File: config.mk
export PLATFORM = sky130hd
export DESIGN_NAME = mem_arbiter
export DESIGN_NICKNAME = d
export VERILOG_FILES = /design/src/rtl/mem_arbiter_pkg.sv /design/src/rtl/arb_timer.sv /design/src/rtl/mem_arbiter.sv
export SDC_FILE = /design/constraint.sdc
export NUM_CORES = 1
export LEC_CHECK = 0
export ABC_AREA = 1
export BUFFER_PORTS_ARGS = -buffer_cell sky130_fd_sc_hd__clkbuf_2
export CORE_AREA = 5 5 117 119
export DETAILED_ROUTE_END_ITERATION = 6
export DIE_AREA = 0 0 122 124
export PLACE_DENSITY = 0.51
export SETUP_SLACK_MARGIN = 0.4
export SYNTH_ARGS = -nofsm -noshare
export SYNTH_HDL_FRONTEND = slang
export SYNTH_SLANG_ARGS = --single-unit
export TNS_END_PERCENT = 50
File: constraint.sdc
create_clock -name clk -period 3.31 [get_ports clk]
set_input_delay 0 -clock clk [delete_from_list [all_inputs] [get_ports clk]]
set_output_delay 0 -clock clk [all_outputs]
set_load 0.05 [all_outputs]
File: src/rtl/mem_arbiter_pkg.sv
// ---------------------------------------------------------------------------
// mem_arbiter_pkg
// Shared definitions for the two-master memory arbiter: FSM state encoding,
// default transfer timeout, grant-ID constants used by the last-grant flag,
// and the width of the timeout counter.
// ---------------------------------------------------------------------------
package mem_arbiter_pkg;

   typedef enum logic [1:0] {
      IDLE  = 2'b00,
      GNT_C = 2'b01,
      GNT_D = 2'b10
   } arb_state_e;

   localparam int DEFAULT_TIMEOUT = 255;

   // Encoding of the last-grant flag
   localparam logic GID_CPU = 1'b0;
   localparam logic GID_DMA = 1'b1;

   localparam int TIMER_W = 8;

endpackage

File: src/rtl/arb_timer.sv
// ---------------------------------------------------------------------------
// arb_timer
// Counts cycles a granted transfer has been waiting for the memory ack and
// flags the cycle in which the wait reaches TIMEOUT.
//
// Ports:
//   clk, rst_n : clock, asynchronous active-low reset
//   clr        : clear the count (grant change, ack, idle)
//   inc        : this cycle is a waiting cycle (mem_cyc=1, mem_ack=0)
//   expired    : this waiting cycle is the TIMEOUT-th one; the counter
//                restarts from zero on the following cycle
// ---------------------------------------------------------------------------
module arb_timer
   import mem_arbiter_pkg::*;
#(
   parameter int TIMEOUT = DEFAULT_TIMEOUT
) (
   input  logic clk,
   input  logic rst_n,
   input  logic clr,
   input  logic inc,
   output logic expired
);

   // The count holds the number of waiting cycles already elapsed, so the
   // current waiting cycle is the TIMEOUT-th one when the count is TIMEOUT-1.
   localparam logic [TIMER_W-1:0] LIMIT = TIMER_W'(TIMEOUT - 1);

   logic [TIMER_W-1:0] cnt_q;
   logic [TIMER_W-1:0] cnt_d;

   assign expired = inc && (cnt_q == LIMIT);

   always_comb begin
      cnt_d = cnt_q;
      if (clr || expired) begin
         cnt_d = '0;
      end else if (inc) begin
         cnt_d = cnt_q + TIMER_W'(1);
      end
   end

   always_ff @(posedge clk or negedge rst_n) begin
      if (!rst_n) begin
         cnt_q <= '0;
      end else begin
         cnt_q <= cnt_d;
      end
   end

endmodule

File: src/rtl/mem_arbiter.sv
// ---------------------------------------------------------------------------
// mem_arbiter
// Two-master (CPU, disk DMA) to one memory slave arbiter. Grants are
// registered (one cycle request-to-grant latency), held while the granted
// master keeps cyc high, and alternated on ties. The request path to memory
// and the ack path back are combinational muxes of the granted master.
// A granted transfer that waits TIMEOUT cycles for mem_ack gets a one-cycle
// err pulse instead of an ack; the grant is kept.
//
// Ports:
//   clk, rst_n                               : clock, async active-low reset
//   c_cyc/c_we/c_strb/c_addr/c_data_i        : CPU request
//   c_ack/c_err/c_data_o                     : CPU response
//   d_cyc/d_we/d_strb/d_addr/d_data_i        : DMA request
//   d_ack/d_err/d_data_o                     : DMA response
//   mem_cyc/mem_we/mem_strb/mem_addr/mem_data_o : memory request
//   mem_ack/mem_data_i                       : memory response
// ---------------------------------------------------------------------------
module mem_arbiter
   import mem_arbiter_pkg::*;
#(
   parameter int TIMEOUT = DEFAULT_TIMEOUT
) (
   input  logic        clk,
   input  logic        rst_n,
   // CPU master
   input  logic        c_cyc,
   input  logic        c_we,
   input  logic [3:0]  c_strb,
   input  logic [31:0] c_addr,
   input  logic [31:0] c_data_i,
   output logic        c_ack,
   output logic        c_err,
   output logic [31:0] c_data_o,
   // disk DMA master
   input  logic        d_cyc,
   input  logic        d_we,
   input  logic [3:0]  d_strb,
   input  logic [31:0] d_addr,
   input  logic [31:0] d_data_i,
   output logic        d_ack,
   output logic        d_err,
   output logic [31:0] d_data_o,
   // memory slave
   output logic        mem_cyc,
   output logic        mem_we,
   output logic [3:0]  mem_strb,
   output logic [31:0] mem_addr,
   output logic [31:0] mem_data_o,
   input  logic        mem_ack,
   input  logic [31:0] mem_data_i
);

   arb_state_e state_q;
   logic       last_q;

   logic gnt_c;
   logic gnt_d;
   logic leave;
   logic tmr_clr;
   logic tmr_inc;
   logic tmr_expired;

   always_ff @(posedge clk or negedge rst_n) begin
      if (!rst_n) begin
         state_q <= IDLE;
         last_q  <= GID_DMA;
      end else begin
         case (state_q)
            IDLE: begin
               if (c_cyc && d_cyc) begin
                  // Tie: the master not granted last time wins
                  if (last_q == GID_DMA) begin
                     state_q <= GNT_C;
                     last_q  <= GID_CPU;
                  end else begin
                     state_q <= GNT_D;
                     last_q  <= GID_DMA;
                  end
               end else if (c_cyc) begin
                  state_q <= GNT_C;
                  last_q  <= GID_CPU;
               end else if (d_cyc) begin
                  state_q <= GNT_D;
                  last_q  <= GID_DMA;
               end
            end
            GNT_C: begin
               if (!c_cyc) begin
                  if (d_cyc) begin
                     state_q <= GNT_D;
                     last_q  <= GID_DMA;
                  end else begin
                     state_q <= IDLE;
                  end
               end
            end
            GNT_D: begin
               if (!d_cyc) begin
                  if (c_cyc) begin
                     state_q <= GNT_C;
                     last_q  <= GID_CPU;
                  end else begin
                     state_q <= IDLE;
                  end
               end
            end
            default: state_q <= IDLE;
         endcase
      end
   end

   assign gnt_c = (state_q == GNT_C);
   assign gnt_d = (state_q == GNT_D);

   // Request mux; everything reads zero while idle
   always_comb begin
      mem_cyc    = 1'b0;
      mem_we     = 1'b0;
      mem_strb   = 4'h0;
      mem_addr   = 32'h0;
      mem_data_o = 32'h0;
      if (gnt_c) begin
         mem_cyc    = c_cyc;
         mem_we     = c_we;
         mem_strb   = c_strb;
         mem_addr   = c_addr;
         mem_data_o = c_data_i;
      end else if (gnt_d) begin
         mem_cyc    = d_cyc;
         mem_we     = d_we;
         mem_strb   = d_strb;
         mem_addr   = d_addr;
         mem_data_o = d_data_i;
      end
   end

   // The granted master dropping cyc means the grant changes at this edge
   assign leave   = (gnt_c && !c_cyc) || (gnt_d && !d_cyc);
   assign tmr_clr = (state_q == IDLE) || mem_ack || leave;
   assign tmr_inc = mem_cyc && !mem_ack;

   arb_timer #(
      .TIMEOUT (TIMEOUT)
   ) u_timer (
      .clk     (clk),
      .rst_n   (rst_n),
      .clr     (tmr_clr),
      .inc     (tmr_inc),
      .expired (tmr_expired)
   );

   // tmr_expired already implies mem_ack=0, so an ack always wins over err
   assign c_ack = gnt_c && mem_ack;
   assign d_ack = gnt_d && mem_ack;
   assign c_err = gnt_c && tmr_expired;
   assign d_err = gnt_d && tmr_expired;

   assign c_data_o = mem_data_i;
   assign d_data_o = mem_data_i;

endmodule

# Word level (Yosys, flattened, before mapping)
# Index checks and enable logic that the tools add are counted.
totals:
  register_bits: 11
  input_bits: 175
  out_inout_bits: 138
  elab_cells: 61
classes:
  n_addsub: 1
  eq_ne: 7
  n_mux: 29
  reduce_logical: 21
op_table:
  columns: ["op", "count"]
  rows:
  - ["$mux W32", 4]
  - ["$mux W8", 2]
  - ["$mux W2", 7]
  - ["$mux W1", 12]
  - ["$logic_and A1 B1 Y1", 9]
  - ["$add A8 B1 Y8 const B", 1]
  - ["$eq A8 B8 Y1 const B", 1]
  - ["$mux W4", 2]
  - ["$ne A2 B2 Y1 const B", 3]
  - ["$pmux W2 S3", 1]
  - ["$logic_or A1 B1 Y1", 4]
  - ["$ne A4 B4 Y1 const B", 1]
  - ["$reduce_and A4 Y1", 1]
  - ["$logic_not A1 Y1", 3]
  - ["$pmux W1 S3", 1]
  - ["$reduce_and A3 Y1", 1]
  - ["$reduce_bool A3 Y1", 1]
  - ["$eq A2 B1 Y1 const B", 1]
  - ["$eq A2 B2 Y1 const B", 1]
  - ["$logic_not A2 Y1", 1]
  - ["$reduce_bool A2 Y1", 1]

# Logic depth before layout (Yosys ltp)
# Gate-level depths: netlist (run 1).
depth:
  word_depth: 7
  depth_mapped: 11
  mapped_depth_nobuf: 10

# Modules after synthesis
# Synthesis (run 1) repeated with hierarchy kept, for this count alone.
unflattened:
  cells_unflattened: 413
  hier_area_um2: 2309.7
by_module_without_submodules:
  columns: ["mod", "n_inst", "cells_each", "area_each_um2", "seq_area_each_um2"]
  rows:
  - ["mem_arbiter", 1, 348, 1829.3, 76.3]
  - ["arb_timer", 1, 65, 480.5, 200.2]

# Worst setup path before layout (run 1)
# OpenSTA, ideal clock, no wires.
synth_timing:
  path_type: "register to output"
  start: "reg state_q[1]"
  end: "out c_err"
  arrival_ns: 2.087
  setup_slack_ns: 1.223
  path_stages_with_launch: 11
  path_buffers: 1
  path_cell_list: "dfrtp_1 inv_1 ha_1 buf_6 clkinv_4 nand3_1 nand2_2 nand2_2 nor2_2 inv_1 nor2_1"
synth_between:
  elab_chain_cells: 6
synth_rtl:
  columns: ["item", "line_no", "text"]
  rows:
  - ["start: declaration", "mem_arbiter.sv:54", "arb_state_e state_q;"]
  - ["start signal: assignment", "mem_arbiter.sv:66", "state_q <= IDLE;"]
  - ["start signal: assignment", "mem_arbiter.sv:74", "state_q <= GNT_C;"]
  - ["start signal: assignment", "mem_arbiter.sv:77", "state_q <= GNT_D;"]
  - ["$eq A2 B2 Y1", "mem_arbiter.sv:114", "assign gnt_d = (state_q == GNT_D);"]
  - ["$mux W1", "mem_arbiter.sv:129", "end else if (gnt_d) begin"]
  - ["$mux W1 *", "mem_arbiter.sv:123", "if (gnt_c) begin"]
  - ["net mem_cyc", "mem_arbiter.sv:45", "output logic mem_cyc,"]
  - ["$logic_and A1 B1 Y1 *", "mem_arbiter.sv:141", "assign tmr_inc = mem_cyc && !mem_ack;"]
  - ["$logic_and A1 B1 Y1 *", "arb_timer.sv:32", "assign expired = inc && (cnt_q == LIMIT);"]
  - ["$logic_and A1 B1 Y1 *", "mem_arbiter.sv:156", "assign c_err = gnt_c && tmr_expired;"]
  - ["end: declaration", "mem_arbiter.sv:33", "output logic c_err,"]
# The timed path passes the listed nets; every way through them passes the cells marked *.

# Worst setup path after layout (run 1)
layout_timing:
  start: "reg state_q[1]"
  end: "out mem_data_o[4]"
layout_between:
  elab_chain_cells: 3
layout_rtl:
  columns: ["item", "line_no", "text"]
  rows:
  - ["$eq A2 B2 Y1", "mem_arbiter.sv:114", null]
  - ["$mux W32", "mem_arbiter.sv:129", null]
  - ["$mux W32 *", "mem_arbiter.sv:123", null]
  - ["end: declaration", "mem_arbiter.sv:49", "output logic [31:0] mem_data_o,"]
# Every way passes the cells marked *; elsewhere a longest branch is shown, timed or not.

==> reports/qor.tcl, run 1 <==
set qor(hold_depth) 0
set qor(grt-ovfl-total) 0
set qor(post-cts-setup-buffer-count) 0
set qor(antennaDiodeCount) 0
set qor(holdCritStartpoint) {mem_data_i[4]}
set qor(number_of_synthesized_register_bits) 11
set qor(cts_max_level) 1
set qor(class_of_the_worst_hold_path) {primary input to primary output}
set qor(final_count_of_negative_setup_slack_endpoints) 0
set qor(drt.antenna.violating_nets) 0
set qor(setup.reg_to_reg.worst_slack_ps) 1260
set qor(io_buffer_count) 216
set qor(fin_nets) 736
set qor(power.static_leakage_nw) 2.03
set qor(startpoint_of_the_most_critical_register_to_register_path) {state_q[1]}
set qor(post_synth.cell_area_avg_um2) 5.55
set qor(route.vias.total) 2936
set qor(preCtsSetupSlack_ps) 1220
set qor(detail_route.wl_per_cell_um) 15.5
set qor(layout.filler_cells) 1462
set qor(global_route.usage.total) 0.131
set qor(setup.worst_path.end_class) {primary output}
set qor(cts_inserted_buffers) 3
set qor(timing.max_cap.violations) 0
set qor(layout_common_cells) {sky130_fd_sc_hd__clkbuf_2 (216), sky130_fd_sc_hd__nand2_1 (168), sky130_fd_sc_hd__nand3_1 (88)}
set qor(p_total_mw) 3.09
set qor(half_perimeter_wire_length_after_placement_um) 9410
set qor(utilization) 0.253
set qor(finalWirelength_um) 11300
set qor(pnr_worst_setup_slack_ps) 1050
set qor(maxClockFrequency_mhz) 443
set qor(cts.sink_count) 11
set qor(rows) 41
set qor(vdd_ir_drop_max_uv) 348
set qor(mappedNetlistNets) 598
set qor(hold_violations) 0
set qor(cts.repair.resized) 0
set qor(worst_slew_margin_rel) 0.576
set qor(avgViaCountPerCell) 4.05
set qor(layout_worst_path_cycle_share) 0.682
set qor(cts_tree) {done}
set qor(layout_commonest_cell) {sky130_fd_sc_hd__clkbuf_2}
set qor(status) {completed}
set qor(hold-path-endpoint) {d_data_o[4]}
set qor(grt_first_pass_wirelength_um) 15300
set qor(vias_in_the_first_global_route) 2648
set qor(fp.dieH_um) 124
set qor(remaining_drc_errors) 0
set qor(clock_skew_ps) 0.719
set qor(place.gp.congestion) 0.744
set qor(ratio_of_total_power_to_cell_area_nw_per_um2) 980
set qor(unrepaired_setup_endpoints_after_global_routing) {no}
set qor(rr_endpoint) {u_timer.cnt_q[3]}
set qor(worst_setup_path_start_kind) {register}
set qor(detail_route.first_pass.iterations) 4
set qor(timing_max_transition_violations_final) 0
set qor(post_synth_inst_count) 416
set qor(clk-insertion-delay-late_ps) 240
set qor(worst_hold_slack_ps) 0.0230
set qor(area_delta_synth_final_pct) 36.5
set qor(clockBufferDepth) 2
set qor(number_of_antenna_violations_at_the_first_check_in_global_routing) 0
set qor(fin_setup_tns_ps) 0
set qor(initial_core_util) 0.185
set qor(ioPinCount) 313
set qor(max_slew.worst_pin.slew_ps) 636
set qor(synth_sequential_area_ratio) 0.120
set qor(grt_start_max_net_pins) 63
set qor(post_route_cells_drive_above_1_share) 0.427
set qor(reg2reg_depth) 10
set qor(cp_max_fo) 62
set qor(finalCriticalPeriod_ps) 2260
set qor(clk_transition_reported_paths_ps) 40
set qor(die_w_um) 122
set qor(critPathRequiredTime_ps) 3310
set qor(netlist-cell-type-count) 27
set qor(core-area_um2) 12500
set qor(crit_path_start) {state_q[1]}
set qor(worst-endpoint-arrival_ps) 2260
set qor(warnings_synthesis) 0
set qor(syn_area_um2) 2310
set qor(initialDrtViolationCount) 223
set qor(path_class) {register to primary output}
set qor(fp.dieArea_um2) 15100
set qor(cts_root_buffer) {sky130_fd_sc_hd__clkbuf_16}
## synthesized netlist by cell type
cell type                  number  share of area
sky130_fd_sc_hd__a21oi_1        1         0.0022
sky130_fd_sc_hd__o21ai_0        1         0.0022
sky130_fd_sc_hd__nand3b_1       2         0.0065
sky130_fd_sc_hd__buf_2          3         0.0065
sky130_fd_sc_hd__nand2_1      168           0.27
sky130_fd_sc_hd__clkbuf_1      12          0.020
sky130_fd_sc_hd__o31ai_1        2         0.0065
sky130_fd_sc_hd__nand2_2        2         0.0054
sky130_fd_sc_hd__buf_1          7          0.011
sky130_fd_sc_hd__nand3_1       88           0.19
sky130_fd_sc_hd__o22ai_1        1         0.0027
sky130_fd_sc_hd__inv_2          2         0.0033
sky130_fd_sc_hd__nor2_4         1         0.0049
sky130_fd_sc_hd__nor3_1         1         0.0022
sky130_fd_sc_hd__nor2_1        12          0.020
sky130_fd_sc_hd__o21ai_2        2         0.0076
sky130_fd_sc_hd__buf_4         64           0.21
sky130_fd_sc_hd__xor2_1         3          0.011
sky130_fd_sc_hd__clkinv_4       1         0.0038
sky130_fd_sc_hd__nand2_4        1         0.0049
sky130_fd_sc_hd__inv_1         19          0.031
sky130_fd_sc_hd__ha_1           7          0.038
sky130_fd_sc_hd__o211ai_1       2         0.0065
sky130_fd_sc_hd__buf_6          2         0.0098
sky130_fd_sc_hd__dfstp_2        1          0.011
sky130_fd_sc_hd__nor2_2         1         0.0027
sky130_fd_sc_hd__dfrtp_1       10           0.11
## report_power, final
part           total, mW  switching, mW  internal, mW
Combinational       2.67           2.11         0.563
Clock              0.224         0.0617         0.162
Sequential         0.193         0.0274         0.165
## worst max-delay path, cell delays in order (launching register included)
cell and delay (ps):
sky130_fd_sc_hd__dfrtp_1 400, sky130_fd_sc_hd__inv_1 110, sky130_fd_sc_hd__ha_2 340, sky130_fd_sc_hd__buf_4 550
sky130_fd_sc_hd__nand2_1 120, sky130_fd_sc_hd__nand2_1 120, sky130_fd_sc_hd__clkbuf_2 310
## final cells by class
class / instances / area, um2 / share of cell area
Clock buffer: 4 / 78.8 / 0.0250
Inverter: 22 / 87.6 / 0.0278
Multi-Input combinational cell: 295 / 1360 / 0.432
Sequential cell: 11 / 277 / 0.0877
Tap cell: 172 / 215 / 0.0683
Timing Repair Buffer: 221 / 1130 / 0.360
## timing repair
action / 4_1_cts / 5_1_grt
setup endpoints to repair: 0 / 0
hold buffers: 1 / 0
hold endpoints to repair: 11 / 0
## per-layer routing
metal  GRT usage  vias up  share of wire
met1       0.185     1243           0.45
met4      0.0175        0         0.0077
met2       0.183      145           0.42
li1            -     1526              -
met5           0        -              0
met3      0.0636       22           0.13
## flip-flops by register name (all words and copies together), names as in the netlist
signal	flops
u_timer.cnt_q	8
state_q	2
last_q	1
## cell families after synthesis
kind of cell	Yosys count	synth area share
flip-flops	11	0.120
buffers and inverters	110	0.293
AND/OR/NAND/NOR	276	0.510
adder cells (fa/ha/maj)	7	0.0379
XOR/XNOR	3	0.0114
AO/OA/AOI/OAI	9	0.0276
## worst max-delay path by stage
stage	to	slack [ps]
floorplan	c_err	1220
global route	mem_data_o[4]	840
global placement	u_timer.cnt_q[3]	1270
finish	mem_data_o[4]	1050
CTS	mem_strb[3]	1000
detailed placement	u_timer.cnt_q[3]	1220
## through the flow
step	area, um2	instances
3_3_place_gp	3060	720
3_5_place_dp	3060	720
5_1_grt	3150	725
6_report	3150	725
2_1_floorplan	2310	416
4_1_cts	3150	725
(Power assumes the default switching activity.)
==> run 2, diff against run 1 <==
- clock period: 3.31 -> 2.25 ns (I/O delays scaled with it)
==> run 2 against run 1 <==
Utilization increased by 1.4 points; die area unchanged; clock skew increased by 2.0 ps; critical path type unchanged; cell area increased by 5.6%; flip-flop and latch count unchanged; clock power increased by 48%; via count increased by 2.3%; wire length decreased by 17%; sequential power increased by 50%.
==> reports/qor.tcl, run 2 (synthesis gave the netlist of run 1 again) <==
set qor(status) {completed}
set qor(initial_core_util) 0.185 ;# unchanged
set qor(registers.top_by_ff_count) {u_timer.cnt_q}
set qor(io_buffer_count) 216 ;# unchanged
set qor(clk_transition_reported_paths_ps) 40 ;# about the same
set qor(largest_register_ffs) 8 ;# unchanged
set qor(place.gp.congestion) 0.754 ;# +1.4%
set qor(cts.sink_count) 11 ;# unchanged
set qor(cts_tree) {done}
set qor(unrepaired_setup_endpoints_after_global_routing) {no}
set qor(setup.worst_path.end_class) {primary output}
set qor(finalCriticalPeriod_ps) 1750
set qor(route.vias.total) 3004 ;# +2.3%
set qor(ioPinCount) 313 ;# unchanged
set qor(remaining_drc_errors) 0 ;# unchanged
set qor(worst_setup_path_start_kind) {register}
set qor(clk-insertion-delay-late_ps) 240 ;# about the same
set qor(postPlaceCellArea_um2) 3090 ;# +0.82%
set qor(cts_root_buffer) {sky130_fd_sc_hd__clkbuf_16}
set qor(startpoint_of_the_most_critical_register_to_register_path) {state_q[0]}
set qor(maxClockFrequency_mhz) 571
set qor(worst_slew_margin_rel) 0.786 ;# +0.210
set qor(die_w_um) 122 ;# unchanged
set qor(grt_start_max_net_pins) 72 ;# +14%
set qor(number_of_antenna_violations_at_the_first_check_in_global_routing) 0 ;# unchanged
set qor(holdCritStartpoint) {mem_data_i[22]}
set qor(grt-ovfl-total) 0 ;# unchanged
set qor(power.static_leakage_nw) 2.09 ;# +2.9%
set qor(biggestRegsByFlops) {u_timer.cnt_q x8, state_q x2, last_q x1}
set qor(setup.reg_to_reg.worst_slack_ps) 670 ;# -590 ps
set qor(worst-endpoint-arrival_ps) 1750 ;# -510 ps
set qor(timing_max_transition_violations_final) 0 ;# unchanged
set qor(avgViaCountPerCell) 4.12 ;# +1.6%
set qor(class_of_the_worst_hold_path) {primary input to primary output}
set qor(fp.dieH_um) 124 ;# unchanged
set qor(hold_violations) 0 ;# unchanged
set qor(critPathRequiredTime_ps) 2250 ;# -1060 ps
set qor(fp.dieArea_um2) 15100 ;# unchanged
set qor(max_slew.worst_pin.slew_ps) 320 ;# -315 ps
set qor(cp_max_fo) 71 ;# +15%
set qor(fin_setup_tns_ps) 0 ;# unchanged
set qor(grt_first_pass_wirelength_um) 13800 ;# -9.9%
set qor(post_route_cells_drive_above_1_share) 0.441 ;# +0.0141
set qor(clock_skew_ps) 2.72 ;# +2.01 ps
set qor(rows) 41 ;# unchanged
set qor(reg2reg_depth) 9 ;# -1
set qor(antennaDiodeCount) 0 ;# unchanged
set qor(layout_worst_path_cycle_share) 0.778
set qor(layout_common_cells) {sky130_fd_sc_hd__clkbuf_2 (189), sky130_fd_sc_hd__nand2_1 (168), sky130_fd_sc_hd__nand3_1 (88)}
set qor(utilization) 0.267 ;# +0.0142
set qor(layout_commonest_cell) {sky130_fd_sc_hd__clkbuf_2}
set qor(hold_depth) 0 ;# unchanged
set qor(cts_inserted_buffers) 3 ;# unchanged
set qor(cts_max_level) 1 ;# unchanged
set qor(path_class) {register to primary output}
set qor(area_delta_synth_final_pct) 44.2
set qor(fin_nets) 741 ;# +0.68%
set qor(finalWirelength_um) 9370 ;# -17%
set qor(final_count_of_negative_setup_slack_endpoints) 0 ;# unchanged
set qor(vdd_ir_drop_max_uv) 548 ;# +57%
set qor(detail_route.first_pass.iterations) 5 ;# +1
set qor(drt.antenna.violating_nets) 0 ;# unchanged
set qor(half_perimeter_wire_length_after_placement_um) 7620 ;# -19%
set qor(final_design_area_no_fill_um2) 3330 ;# +5.6%
set qor(vias_in_the_first_global_route) 2883 ;# +8.9%
set qor(ratio_of_total_power_to_cell_area_nw_per_um2) 1400 ;# +43%
set qor(global_route.usage.total) 0.113 ;# -0.0183
set qor(rr_endpoint) {u_timer.cnt_q[1]}
set qor(clockBufferDepth) 2 ;# unchanged
set qor(initialDrtViolationCount) 92 ;# -59%
set qor(detail_route.wl_per_cell_um) 12.8 ;# -17%
set qor(hold-path-endpoint) {c_data_o[22]}
set qor(core-area_um2) 12500 ;# unchanged
set qor(timing.max_cap.violations) 0 ;# unchanged
run 2: cell types whose count changed in the layout (fill, tap and decap cells not counted), sizes merged:
| cell | change |
|---|---|
| buf | +21 |
| clkbuf | -16 |
run 2: area by class of cell:
cell class,instances,area [um2]
repair buffers,226,1260
well taps,172,215
flip-flops and latches,11,278
clock buffers,4,78.8
multi-input cells,295,1400
inverters,22,87.6
fillers,1467,9140
run 2: layer usage:
layer  GRT usage  up-vias  wire (um)
li1            -     1534          -
met1       0.125     1268       3380
met2       0.204      182       4690
met3      0.0359       20       1060
met4      0.0364        0        238
met5           0        -          0
run 2: per-stage QoR:
stage | worst slack (ps) | hold slack [ps] | total power [mW] | std cells
global placement | 465 | -100 | 4.22 | 721
global route | 403 | 0.121 | 4.97 | 730
detailed placement | 439 | -99.2 | 4.20 | 721
finish | 499 | 0.0229 | 4.66 | 730
CTS | 386 | 0.526 | 4.63 | 726
floorplan | 372 | -296 | 3.54 | 416
run 2: repair_timing:
item,4_1_cts,5_1_grt
hold endpoints to repair,11,0
gates resized for setup,19,32
hold buffers,1,0
endpoints found under the setup margin,42,71
buffers inserted,0,4
pin swaps,0,5
run 2: report_power, final:
group,leakage [nW],internal [mW],switching [mW],total [mW]
sequential,0.146,0.245,0.0438,0.289
clock,0.0382,0.238,0.0921,0.331
combinational,1.91,0.991,3.05,4.04
run 2: worst max-delay path by stage:
stage          slack (ps)  startpoint           end  depth (start not counted)
3_3_place_gp          470  state_q[1]         c_err                          9
3_5_place_dp          440  state_q[1]         c_err                          9
5_1_grt               400  state_q[0]  mem_addr[25]                          6
2_1_floorplan         370  state_q[1]         c_err                         10
6_report              500  state_q[0]  mem_addr[28]                          6
4_1_cts               390  state_q[0]   mem_strb[2]                          6
run 2: critical path, cell delays in order (launching register included):
cell,delay (ps)
sky130_fd_sc_hd__dfrtp_2,440
sky130_fd_sc_hd__ha_4,210
sky130_fd_sc_hd__clkinv_4,70
sky130_fd_sc_hd__buf_16,230
sky130_fd_sc_hd__nand3_1,110
sky130_fd_sc_hd__nand2_1,100
sky130_fd_sc_hd__buf_2,270
==> run 3, diff against run 2 <==
- CORE_AREA: 5 5 117 119 -> 5 5 120 122
- DIE_AREA: 0 0 122 124 -> 0 0 125 127
- clock period: 2.25 -> 1.6 ns (I/O delays scaled with it)
==> run 3 against run 2 <==
The run now ends with setup timing left; sequential power rose by 38%; critical path depth is 1 higher; hold slack about the same; flip-flop and latch count unchanged; first-iteration DRC count decreased by 14%; sequential share of layout area decreased by 3.1 points; setup slack worse by 540 ps; register-to-register slack lost 650 ps; via count up 8.4%; critical path type unchanged; critical endpoint is now mem_we; largest power group unchanged.
==> reports/qor.tcl, run 3 (synthesis gave the netlist of run 1 again) <==
set qor(status) {complete, but fails checks}
set qor(violations) {setup timing}
set qor(pnr_worst_setup_slack_ps) -37.3 ;# -536 ps
set qor(place.gp.congestion) 0.798 ;# +5.9%
set qor(vias_in_the_first_global_route) 3379 ;# +17%
set qor(worst-endpoint-arrival_ps) 1640 ;# -110 ps
set qor(class_of_the_worst_hold_path) {primary input to primary output}
set qor(initial_core_util) 0.176 ;# -0.00877
set qor(layout.filler_cells) 1306 ;# -11%
set qor(area_delta_synth_final_pct) 131
set qor(cp_max_fo) 6 ;# -92%
set qor(detail_route.first_pass.iterations) 4 ;# -1
set qor(vdd_ir_drop_max_uv) 1210 ;# +120%
set qor(cts_tree) {done}
set qor(preCtsSetupSlack_ps) -5.37 ;# -444 ps
set qor(postPlaceCellArea_um2) 3990 ;# +29%
set qor(clockBufferDepth) 2 ;# unchanged
set qor(cts_root_buffer) {sky130_fd_sc_hd__clkbuf_16}
set qor(holdCritStartpoint) {mem_data_i[2]}
set qor(clock_skew_ps) 0.666 ;# -2.06 ps
set qor(unrepaired_setup_endpoints_after_global_routing) {yes}
set qor(detail_route.wl_per_cell_um) 16.8 ;# +31%
set qor(cts_inserted_buffers) 3 ;# unchanged
set qor(finalWirelength_um) 12800 ;# +37%
set qor(utilization) 0.407 ;# +0.140
set qor(clk-insertion-delay-late_ps) 230 ;# about the same
set qor(die_w_um) 125 ;# +2.5%
set qor(half_perimeter_wire_length_after_placement_um) 8740 ;# +15%
set qor(ff_latch_area_um2) 278 ;# unchanged
set qor(biggestRegsByFlops) {u_timer.cnt_q x8, state_q x2, last_q x1}
set qor(largest_register_ffs) 8 ;# unchanged
set qor(critPathRequiredTime_ps) 1600 ;# -650 ps
set qor(rows) 42 ;# +2.4%
set qor(io_buffer_count) 216 ;# unchanged
set qor(area_occupied_by_multi_input_gates_um2) 2090 ;# +49%
set qor(grt_start_max_net_pins) 49 ;# -32%
set qor(grt_first_pass_wirelength_um) 17300 ;# +25%
set qor(fin_nets) 773 ;# +4.3%
set qor(post_route_cells_drive_above_1_share) 0.685 ;# +0.244
set qor(global_route.usage.total) 0.133 ;# +0.0206
set qor(worst_setup_path_start_kind) {register}
set qor(worst_hold_slack_ps) 0.0338 ;# +0.0108 ps
set qor(final_count_of_negative_setup_slack_endpoints) 13 ;# +13
set qor(critical_path_cell_list) {buf_4 -> ha_4 -> buf_12 -> clkbuf_16 -> nand3_1 -> nand2_1 -> buf_8}
set qor(finalCriticalPeriod_ps) 1640
set qor(critical_path.max_stage_delay_ps) 390 ;# -50 ps
set qor(worst_slew_margin_rel) 0.796 ;# +0.0100
set qor(timing.max_cap.violations) 0 ;# unchanged
set qor(grt-ovfl-total) 0 ;# unchanged
set qor(registers.top_by_ff_count) {u_timer.cnt_q}
set qor(remaining_drc_errors) 0 ;# unchanged
set qor(fp.dieArea_um2) 15900 ;# +4.9%
set qor(drt.antenna.violating_nets) 0 ;# unchanged
set qor(core-area_um2) 13100 ;# +5.0%
set qor(avgViaCountPerCell) 4.25 ;# +3.3%
set qor(hold_violations) 0 ;# unchanged
set qor(fp.dieH_um) 127 ;# +2.4%
set qor(ratio_of_total_power_to_cell_area_nw_per_um2) 2010 ;# +44%
set qor(number_of_antenna_violations_at_the_first_check_in_global_routing) 0 ;# unchanged
set qor(initialDrtViolationCount) 79 ;# -14%
set qor(cts.sink_count) 11 ;# unchanged
set qor(ioPinCount) 313 ;# unchanged
set qor(final_design_area_no_fill_um2) 5330 ;# +60%
set qor(crit_path_start) {state_q[1]}
set qor(timing_max_transition_violations_final) 0 ;# unchanged
set qor(path_class) {register to primary output}
set qor(route.vias.total) 3257 ;# +8.4%
set qor(setup.worst_path.end_class) {primary output}
set qor(layout_worst_path_cycle_share) 1.02
set qor(max_slew.worst_pin.slew_ps) 305 ;# -15.0 ps
set qor(cts_max_level) 1 ;# unchanged
set qor(layout_commonest_cell) {sky130_fd_sc_hd__clkbuf_2}
set qor(maxClockFrequency_mhz) 611
set qor(clk_transition_reported_paths_ps) 40 ;# about the same
set qor(power.static_leakage_nw) 2.63 ;# +26%
set qor(layout_common_cells) {sky130_fd_sc_hd__clkbuf_2 (142), sky130_fd_sc_hd__nand2_1 (98), sky130_fd_sc_hd__buf_12 (41)}
set qor(timing.critical_path.max_delay_family) {buffers and inverters}
set qor(startpoint_of_the_most_critical_register_to_register_path) {state_q[1]}
set qor(highest_delay_cell_along_the_critical_path) {sky130_fd_sc_hd__dfrtp_1}
set qor(antennaDiodeCount) 0 ;# unchanged
set qor(timing.critical_path.buf_inv) 4 ;# +1
[run 3: changes by cell type in the layout (fill, tap and decap cells not counted), sizes merged]
cell,before,now
clkbuf,204,153
buf,25,108
[run 3: timing repair]
action,in CTS,in global routing
endpoints found under the hold margin,11,0
cloned,2,9
resized for setup,118,123
buffers inserted,7,4
setup endpoints to repair,85,85
hold buffers,1,0
pin swaps,11,18
[run 3: stage by stage]
step / total power, mW / setup TNS [ps] / std cells
after floorplan: 5.36 / -5.92 / 416
after global placement: 7.73 / 0 / 739
after detailed placement: 7.73 / -12.6 / 739
after CTS: 9.39 / -151 / 753
after global routing: 11.2 / -4070 / 766
final: 10.7 / -159 / 766
[run 3: path summary, 6_finish.rpt]
| kind | slack (ps) | end | cells past startpoint |
|---|---|---|---|
| min in group asynchronous | 190 | state_q[1] | 2 |
| worst max register to register | 20 | u_timer.cnt_q[1] | 11 |
| worst max-delay path | -40 | mem_we | 7 |
| worst min-delay path | 0.03 | c_data_o[2] | 0 |
| worst min register to register | 510 | state_q[1] | 2 |
| max in group asynchronous | 1130 | last_q | 2 |
[run 3: layer usage]
metal  vias up  routed length, um  share of wire  global-route usage
li1       1610                  -              -                   -
met1      1478               4850           0.38               0.152
met2       153               6970           0.54               0.252
met3        16                904          0.070              0.0367
met4         0                110         0.0086              0.0223
met5         -                  0              0                   0
[run 3: layout make-up]
type                            count  area share
Timing Repair Buffer              258       0.482
Multi-Input combinational cell    295       0.392
Sequential cell                    11      0.0521
Tap cell                          176      0.0413
Inverter                           22      0.0178
Clock buffer                        4      0.0148
[run 3: power breakdown]
group	total (mW)	internal, mW	leakage (nW)	switching [mW]
sequential	0.398	0.344	0.146	0.0532
clock	0.451	0.334	0.0382	0.117
combinational	9.88	4.22	2.45	5.66
total	10.7	4.90	2.63	5.83
